**src/rtl/seq_divider_if.sv**
```systemverilog
// seq_divider_if: handshake and operand/result bundle for seq_divider.
//   master: drives start/a/b and observes busy/done/q/r/div_by_zero.
//   slave : the divider side.
//   start       - request, one cycle
//   a, b        - dividend / divisor (unsigned, WIDTH bits)
//   busy        - iterating
//   done        - one-cycle result-valid pulse
//   q, r        - quotient / remainder, held until next accepted start
//   div_by_zero - flags a b==0 request, held with q/r
interface seq_divider_if #(
    parameter int WIDTH = 4
);
    logic             start;
    logic [WIDTH-1:0] a;
    logic [WIDTH-1:0] b;
    logic             busy;
    logic             done;
    logic [WIDTH-1:0] q;
    logic [WIDTH-1:0] r;
    logic             div_by_zero;

    modport master (
        output start, a, b,
        input  busy, done, q, r, div_by_zero
    );

    modport slave (
        input  start, a, b,
        output busy, done, q, r, div_by_zero
    );
endinterface

```
**src/rtl/seq_divider.sv**
```systemverilog
// seq_divider: sequential unsigned restoring divider, one quotient bit per clock.
//   clk   - rising-edge clock
//   rst_n - synchronous active-low reset
//   bus   - seq_divider_if slave port (start/a/b in; busy/done/q/r/div_by_zero out)
// A request is accepted in IDLE or DONE. b != 0 runs WIDTH iterations (busy high),
// then done pulses for one cycle with q = a / b, r = a % b. b == 0 skips iteration
// and goes straight to DONE with q = all ones, r = a, div_by_zero = 1.
module seq_divider #(
    parameter int WIDTH = 4
) (
    input  logic          clk,
    input  logic          rst_n,
    seq_divider_if.slave  bus
);
    localparam int CW = (WIDTH > 1) ? $clog2(WIDTH) : 1;

    typedef enum logic [1:0] {
        IDLE = 2'd0,
        RUN  = 2'd1,
        DONE = 2'd2
    } state_t;

    state_t           state_q, state_d;
    logic [CW-1:0]    cnt_q, cnt_d;
    logic [WIDTH-1:0] a_q, a_d;     // dividend shifting out, quotient shifting in
    logic [WIDTH-1:0] b_q, b_d;
    logic [WIDTH:0]   p_q, p_d;     // partial remainder, one guard bit
    logic [WIDTH-1:0] q_q, q_d;
    logic [WIDTH-1:0] r_q, r_d;
    logic             dbz_q, dbz_d;

    // One restoring step.
    logic [WIDTH:0]   p_sh;
    logic [WIDTH+1:0] trial;
    logic             qbit;
    logic [WIDTH:0]   p_next;
    logic [WIDTH-1:0] a_next;

    always_comb begin
        p_sh   = {p_q[WIDTH-1:0], a_q[WIDTH-1]};
        trial  = {1'b0, p_sh} - {2'b00, b_q};
        // Sign bit clear means the divisor fit: keep the difference.
        qbit   = ~trial[WIDTH+1];
        p_next = qbit ? trial[WIDTH:0] : p_sh;
        // Quotient bits enter at the LSB as dividend bits leave at the MSB.
        a_next = {a_q[WIDTH-2:0], qbit};
    end

    always_comb begin
        state_d = state_q;
        cnt_d   = cnt_q;
        a_d     = a_q;
        b_d     = b_q;
        p_d     = p_q;
        q_d     = q_q;
        r_d     = r_q;
        dbz_d   = dbz_q;

        case (state_q)
            IDLE, DONE: begin
                state_d = IDLE;
                if (bus.start) begin
                    a_d   = bus.a;
                    b_d   = bus.b;
                    p_d   = '0;
                    cnt_d = '0;
                    if (bus.b == '0) begin
                        q_d     = '1;
                        r_d     = bus.a;
                        dbz_d   = 1'b1;
                        state_d = DONE;
                    end else begin
                        state_d = RUN;
                    end
                end
            end
            RUN: begin
                p_d   = p_next;
                a_d   = a_next;
                cnt_d = cnt_q + CW'(1);
                if (cnt_q == CW'(WIDTH - 1)) begin
                    q_d     = a_next;
                    r_d     = p_next[WIDTH-1:0];
                    dbz_d   = 1'b0;
                    state_d = DONE;
                end
            end
            default: state_d = IDLE;
        endcase
    end

    always_ff @(posedge clk) begin
        if (!rst_n) begin
            state_q <= IDLE;
            cnt_q   <= '0;
            a_q     <= '0;
            b_q     <= '0;
            p_q     <= '0;
            q_q     <= '0;
            r_q     <= '0;
            dbz_q   <= 1'b0;
        end else begin
            state_q <= state_d;
            cnt_q   <= cnt_d;
            a_q     <= a_d;
            b_q     <= b_d;
            p_q     <= p_d;
            q_q     <= q_d;
            r_q     <= r_d;
            dbz_q   <= dbz_d;
        end
    end

    assign bus.busy        = (state_q == RUN);
    assign bus.done        = (state_q == DONE);
    assign bus.q           = q_q;
    assign bus.r           = r_q;
    assign bus.div_by_zero = dbz_q;
endmodule

```
**src/flat_wrapper.sv**
```systemverilog
// flat-port wrapper written by rule: the top's interface ports become plain ports
module seq_divider_flat 
#(
    parameter int WIDTH = 4
)
  (clk, rst_n, bus_start, bus_a, bus_b, bus_busy, bus_done, bus_q, bus_r, bus_div_by_zero);
  seq_divider_if #(.WIDTH(WIDTH)) bus_i ();
  input  logic clk;
  input  logic rst_n;
  input wire logic [$bits(bus_i.start)-1:0] bus_start;
  input wire logic [$bits(bus_i.a)-1:0] bus_a;
  input wire logic [$bits(bus_i.b)-1:0] bus_b;
  output wire logic [$bits(bus_i.busy)-1:0] bus_busy;
  output wire logic [$bits(bus_i.done)-1:0] bus_done;
  output wire logic [$bits(bus_i.q)-1:0] bus_q;
  output wire logic [$bits(bus_i.r)-1:0] bus_r;
  output wire logic [$bits(bus_i.div_by_zero)-1:0] bus_div_by_zero;
  assign bus_i.start = bus_start;
  assign bus_i.a = bus_a;
  assign bus_i.b = bus_b;
  assign bus_busy = bus_i.busy;
  assign bus_done = bus_i.done;
  assign bus_q = bus_i.q;
  assign bus_r = bus_i.r;
  assign bus_div_by_zero = bus_i.div_by_zero;
  seq_divider #(.WIDTH(WIDTH)) u_core (.clk(clk), .rst_n(rst_n), .bus(bus_i));
endmodule
```
**config.mk**
```make
export PLATFORM = sky130hd
export DESIGN_NAME = seq_divider_flat
export DESIGN_NICKNAME = d
export VERILOG_FILES = /design/src/rtl/seq_divider_if.sv /design/src/rtl/seq_divider.sv /design/src/flat_wrapper.sv
export SDC_FILE = /design/constraint.sdc
export NUM_CORES = 1
export LEC_CHECK = 0
export ABC_AREA = 1
export CAP_MARGIN = 20
export CORE_MARGIN = 2
export CORE_UTILIZATION = 40
export DETAILED_ROUTE_END_ITERATION = 12
export HOLD_SLACK_MARGIN = 0.12
export PLACE_DENSITY = 0.77
export SLEW_MARGIN = 5
export SYNTH_ARGS = -nofsm -noshare
export SYNTH_HDL_FRONTEND = slang
export SYNTH_SLANG_ARGS = --single-unit
```
**constraint.sdc**
```tcl
create_clock -name clk -period 1.5 [get_ports clk]
set_input_delay 0.3 -clock clk [delete_from_list [all_inputs] [get_ports clk]]
set_output_delay 0.3 -clock clk [all_outputs]
set_load 0.02 [all_outputs]
```
# ---- Word-level counts from Yosys, hierarchy flattened
# Cells that the tools add are included.
dict set report word_totals {
  reg_bits 25
  input_bits 11
  out_inout_bits 11
  word_cells 47
}
dict set report op_classes {
  n_addsub 2
  eq_ne 6
  muxes 23
  n_bitwise 1
  n_reduce_logical 7
}
# operator n
set op_table {}
lappend op_table {{$mux W4} 9}
lappend op_table {{$pmux W4 S2} 4}
lappend op_table {{$mux W2} 4}
lappend op_table {{$pmux W2 S2} 2}
lappend op_table {{$sub A5 B4 Y6} 1}
lappend op_table {{$eq A2 B2 Y1 const B} 2}
lappend op_table {{$logic_not A4 Y1} 1}
lappend op_table {{$ne A2 B1 Y1 const B} 2}
lappend op_table {{$reduce_and A2 Y1} 2}
lappend op_table {{$reduce_and A4 Y1} 1}
lappend op_table {{$mux W1} 3}
lappend op_table {{$add A2 B1 Y2 const B} 1}
lappend op_table {{$eq A2 B1 Y1 const B} 1}
lappend op_table {{$logic_not A2 Y1} 1}
lappend op_table {{$ne A2 B2 Y1 const B} 1}
lappend op_table {{$pmux W1 S2} 1}
lappend op_table {{$reduce_bool A2 Y1} 1}
lappend op_table {{$reduce_or A2 Y1} 1}
lappend op_table {{$not A1 Y1} 1}

# ---- Logic depth before layout (Yosys ltp)
# Gate-level depths: netlist of run 1.
dict set report depth {
  word_depth 4
  mapped_depth 11
  mapped_depth_nobuf 11
}

# ---- Least setup slack after synthesis of run 1
# OpenSTA, ideal clock, no wires.
dict set report synth_path {
  kind {register -> register}
  startpoint {register u_core.a_q[3]}
  endpoint {register u_core.p_q[2]}
  setup_time_ns 0.109
  arrival_time_ns 1.272
  t_required_ns 1.391
  path_slack_ns 0.120
  path_stages_with_launch 10
  path_buffers 0
  period_less_slack_ns 1.380
  path_cell_list {dfxtp_1 inv_1 ha_1 inv_1 fa_1 xor2_1 nand3_1 nand3_1 nand2_1 inv_1}
}
dict set report synth_between {
  elab_chain_cells 3
}
# item line_no
set synth_lines {}
lappend synth_lines {{from (decl)} seq_divider.sv:25} ;# logic [WIDTH-1:0] a_q, a_d;
lappend synth_lines {{from (signal assigned)} seq_divider.sv:96} ;# a_q <= '0;
lappend synth_lines {{from (signal assigned)} seq_divider.sv:105} ;# a_q <= a_d;
lappend synth_lines {{$sub A5 B4 Y6} seq_divider.sv:41} ;# trial = {1'b0, p_sh} - {2'b00, b_q};
lappend synth_lines {{$mux W4} seq_divider.sv:44} ;# p_next = qbit ? trial[WIDTH:0] : p_sh;
lappend synth_lines {{$pmux W4 S2} seq_divider.sv:59} ;# case (state_q)
lappend synth_lines {{to (signal assigned)} seq_divider.sv:107} ;# p_q <= p_d;
lappend synth_lines {{to (decl)} seq_divider.sv:27} ;# logic [WIDTH:0] p_q, p_d;
# No other way between the ends.
# A chain may end at the register's enable or synchronous reset.

# ---- Worst setup path in the final report of run 1
dict set report layout_path {
  startpoint {register u_core.a_q[3]}
  endpoint {register u_core.r_q[1] (netlist: u_core.bus.r[1])}
}
dict set report layout_between {
  elab_chain_cells 4
}
# item line_no
set layout_lines {}
lappend layout_lines {{$sub A5 B4 Y6} seq_divider.sv:41}
lappend layout_lines {{$mux W4} seq_divider.sv:44}
lappend layout_lines {{$mux W4} seq_divider.sv:81} ;# if (cnt_q == CW'(WIDTH - 1)) begin
lappend layout_lines {{$pmux W4 S2} seq_divider.sv:59}
lappend layout_lines {{to (signal assigned)} seq_divider.sv:109} ;# r_q <= r_d;
lappend layout_lines {{to (decl)} seq_divider.sv:29} ;# logic [WIDTH-1:0] r_q, r_d;
# No other way between the ends. The select of a mux whose other input is x is not followed.

==> results.md, run 1 <==
* Largest net degree at the start of global routing at 19
* Vias at 1198
* Status: completed
* Syn Area/Cell at 7.25 sq um
* Max Cap Viol at 0
* NetSw at 0.429 mW
* Critical path class: reg -> reg
* CP peak stage delay at 430 ps
* Pwr Total at about 1.4 mW
* HP Class: reg -> reg
* Max clock buf depth at 2
* Commonest non-fill, non-tap cell in the layout: nand2_1
* Syn. warnings at 0
* Antenna fix cells at 0
* Crit end category: flop
* Vias in the first global route at 1107
* FP Rows at 20
* Clk pin slew, worst setup/hold paths at about 140 ps
* RSZ-0062 raised after global routing: true
* Layout area overhead at 35.3%
* Fill count at 307
* Syn Nets at between 150 and 200
* Sequential cell area at 507 sq um
* Crit path DAT at 1670 ps
* Final hold viol count at 0
* Layout Nets at between 200 and 250
* Clk sinks at 25
* Reg2Reg Setup Slack at about 65 ps
* Final Non-Filler Cells at 262
* F_max at 697 MHz
* Layout cells sized above 1 at 0.225
* Synth Instances at roughly 180
* Post-Syn Area at 1280 sq um
* Register area share after synthesis at 0.392
* Comb power frac at 0.263
* Initial antenna violation count at 0
* P_leak at 0.932 nW
* Yosys top cell by area: dfxtp_1
* Fin crit period at 1430 ps
* Critical-path top delay cell: fa_2
* Cell Area, Placed at 1660 sq um
* First-pass GRT wire length at 5010 microns
* RD Place Congestion at 0.835
* Vias per Instance at 4.57
* Yosys cell types at 24
* Clk_skew at 11.5 ps
* Clk pwr share at 0.220
* Seq pwr share at 0.518
* Max Slew Vio Count at 0
* Half-perimeter wire length after placement at 2200 microns
* Largest cells by area after synthesis: dfxtp_1 (39%), nand2_1 (10%), inv_1 (9.4%), ha_1 (4.9%), nand3_1 (4.7%)
* Final setup fails at 0
* Synth Register Bits at 25
* Clock Latency Late Sink at 330 ps
* TritonCTS Buffers at 3
* H-Tree Depth at 1
* Die Y at ~60 microns
* WP data required at 1730 ps
* Rel. slew slack at 0.825
* Top cell type's share of synthesized area at 0.392
* WL/cell at 11.2 microns
* Placed cells at 257
* # DRC at 0
* Crit-path cells: inv_2 > ha_4 > inv_2 > fa_2 > nand3_1 > nand3_1 > nand2_1 > inv_1
* Cts hold-fix bufs at 0
* Gr ovfl total at 0
* Power Internal at 0.976 mW
* Fin crit share at 0.956
* Commonest cells after routing, fill and taps aside: nand2_1 (33), inv_1 (29), dfxtp_1 (20)
* CTS tree: done
* Critical Path Source Type: flop
* Port-buffer cells at 21
* Core Box Area at 3050 sq um
* Maximum VDD drop at 0.000546 V
* Top-level port count at 22
* Post-DRT Antenna Nets at 0
* 1st-pass router iterations at 4
* Initial DRC Count at 35
* Sw frac at 0.306
* Root Buffer: clkbuf_4
* Final Cell Area at 1730 sq um
* Initial Utilization at 0.418
* Gr usage total at 0.185
* Overall die width at roughly 60 microns
* Multi-input logic area at 658 sq um
* Post-route setup TNS at 0 ps
* Die ar. at 3660 sq um
* Crit path max fanout at 2
* Routed WL at between 2000 and 3000 microns
* Worst-Margin Slew at 261 ps
* PD cells at 814 nW/um^2
[worst paths after layout]
check / from / endpoint / depth (start not counted)
setup / recovery: u_core.a_q[3] / u_core.bus.r[1] / 8
hold / removal: u_core.bus.div_by_zero / u_core.bus.div_by_zero / 2
setup reg to reg: u_core.a_q[3] / u_core.bus.r[1] / 8
hold reg to reg: u_core.bus.div_by_zero / u_core.bus.div_by_zero / 2
[worst max-delay path: cells and delay by family (launching register included)]
| kind | cells | cell delay, ps |
|---|---|---|
| DFF | 1 | 360 |
| buffers and inverters | 3 | 140 |
| and+or+nand+nor | 3 | 270 |
| adders and majority gates | 2 | 580 |
[per-layer routing]
layer | GRT usage | routed length, microns | vias up | share of wire
li1 | - | - | 642 | -
met1 | 0.257 | 1460 | 530 | 0.50
met2 | 0.290 | 1330 | 24 | 0.45
met3 | 0.0533 | 129 | 2 | 0.044
met4 | 0.0373 | 13 | 0 | 0.0044
met5 | 0 | 0 | - | 0
[cells in the mapped netlist]
library cell and n:
nand4_4 1, inv_1 32, nand2_1 35, fa_1 1, buf_4 1, xor2_1 1
o21a_1 1, nor2_1 14, nand4_1 5, nand3_1 12, a21oi_1 11, nand2_2 1
dfxtp_1 25, nor2_4 1, nor2_8 1, a21boi_1 2, nand2_4 2, inv_2 5
o21ai_1 4, buf_2 1, a31oi_1 4, o21ai_0 10, clkinv_1 1, ha_1 5
[flip-flops by register name (all words and copies together) (netlist names)]
name / flops
u_core.bus.div_by_zero: 1
u_core.cnt_q: 2
u_core.b_q: 4
u_core.state_q: 2
u_core.bus.q: 4
u_core.bus.r: 4
u_core.a_q: 4
u_core.p_q: 4
[layout make-up]
| class | instances | area share |
|---|---|---|
| Clock buffer | 4 | 0.0152 |
| Sequential cell | 25 | 0.293 |
| Tap cell | 44 | 0.0319 |
| Multi-Input combinational cell | 111 | 0.381 |
| Inverter | 38 | 0.0826 |
| Timing Repair Buffer | 40 | 0.196 |
[kinds of logic after synthesis]
group           Yosys count  share of synthesized area
compound gates           32                      0.135
xor+xnor                  1                    0.00686
buf+inv                  40                      0.122
fa+ha+maj                 6                     0.0647
simple gates             72                      0.279
flops                    25                      0.392
[power by group through the flow]
stage          registers (mW)  clock network (mW)  logic, mW
2_1_floorplan           0.741                   0      0.188
3_3_place_gp            0.736                   0      0.337
3_5_place_dp            0.736                   0      0.340
4_1_cts                 0.722               0.322      0.347
5_1_grt                 0.732               0.350      0.414
6_report                0.727               0.308      0.369
[what timing repair did]
action	4_1_cts	5_1_grt
setup buffers	0	1
resized for setup	19	11
endpoints found under the hold margin	0	0
endpoints found under the setup margin	18	9
pin swaps	1	3
[metrics by stage]
step                utilization  hold slack [ps]  worst slack, ps
floorplan                     -              428              120
global placement          0.545              448             -121
detailed placement        0.545              461             -147
CTS                       0.555              478             13.4
global route              0.566              502            -18.2
finish                    0.566              475             65.5
No activity file was read; power rests on OpenSTA's default activity.
==> inputs of run 2 (changes only) <==
Settings changed: HOLD_SLACK_MARGIN 0.12 to unset.
==> results of run 2 <==
No change in the layout: final DEF, timing and power equal those of run 1.
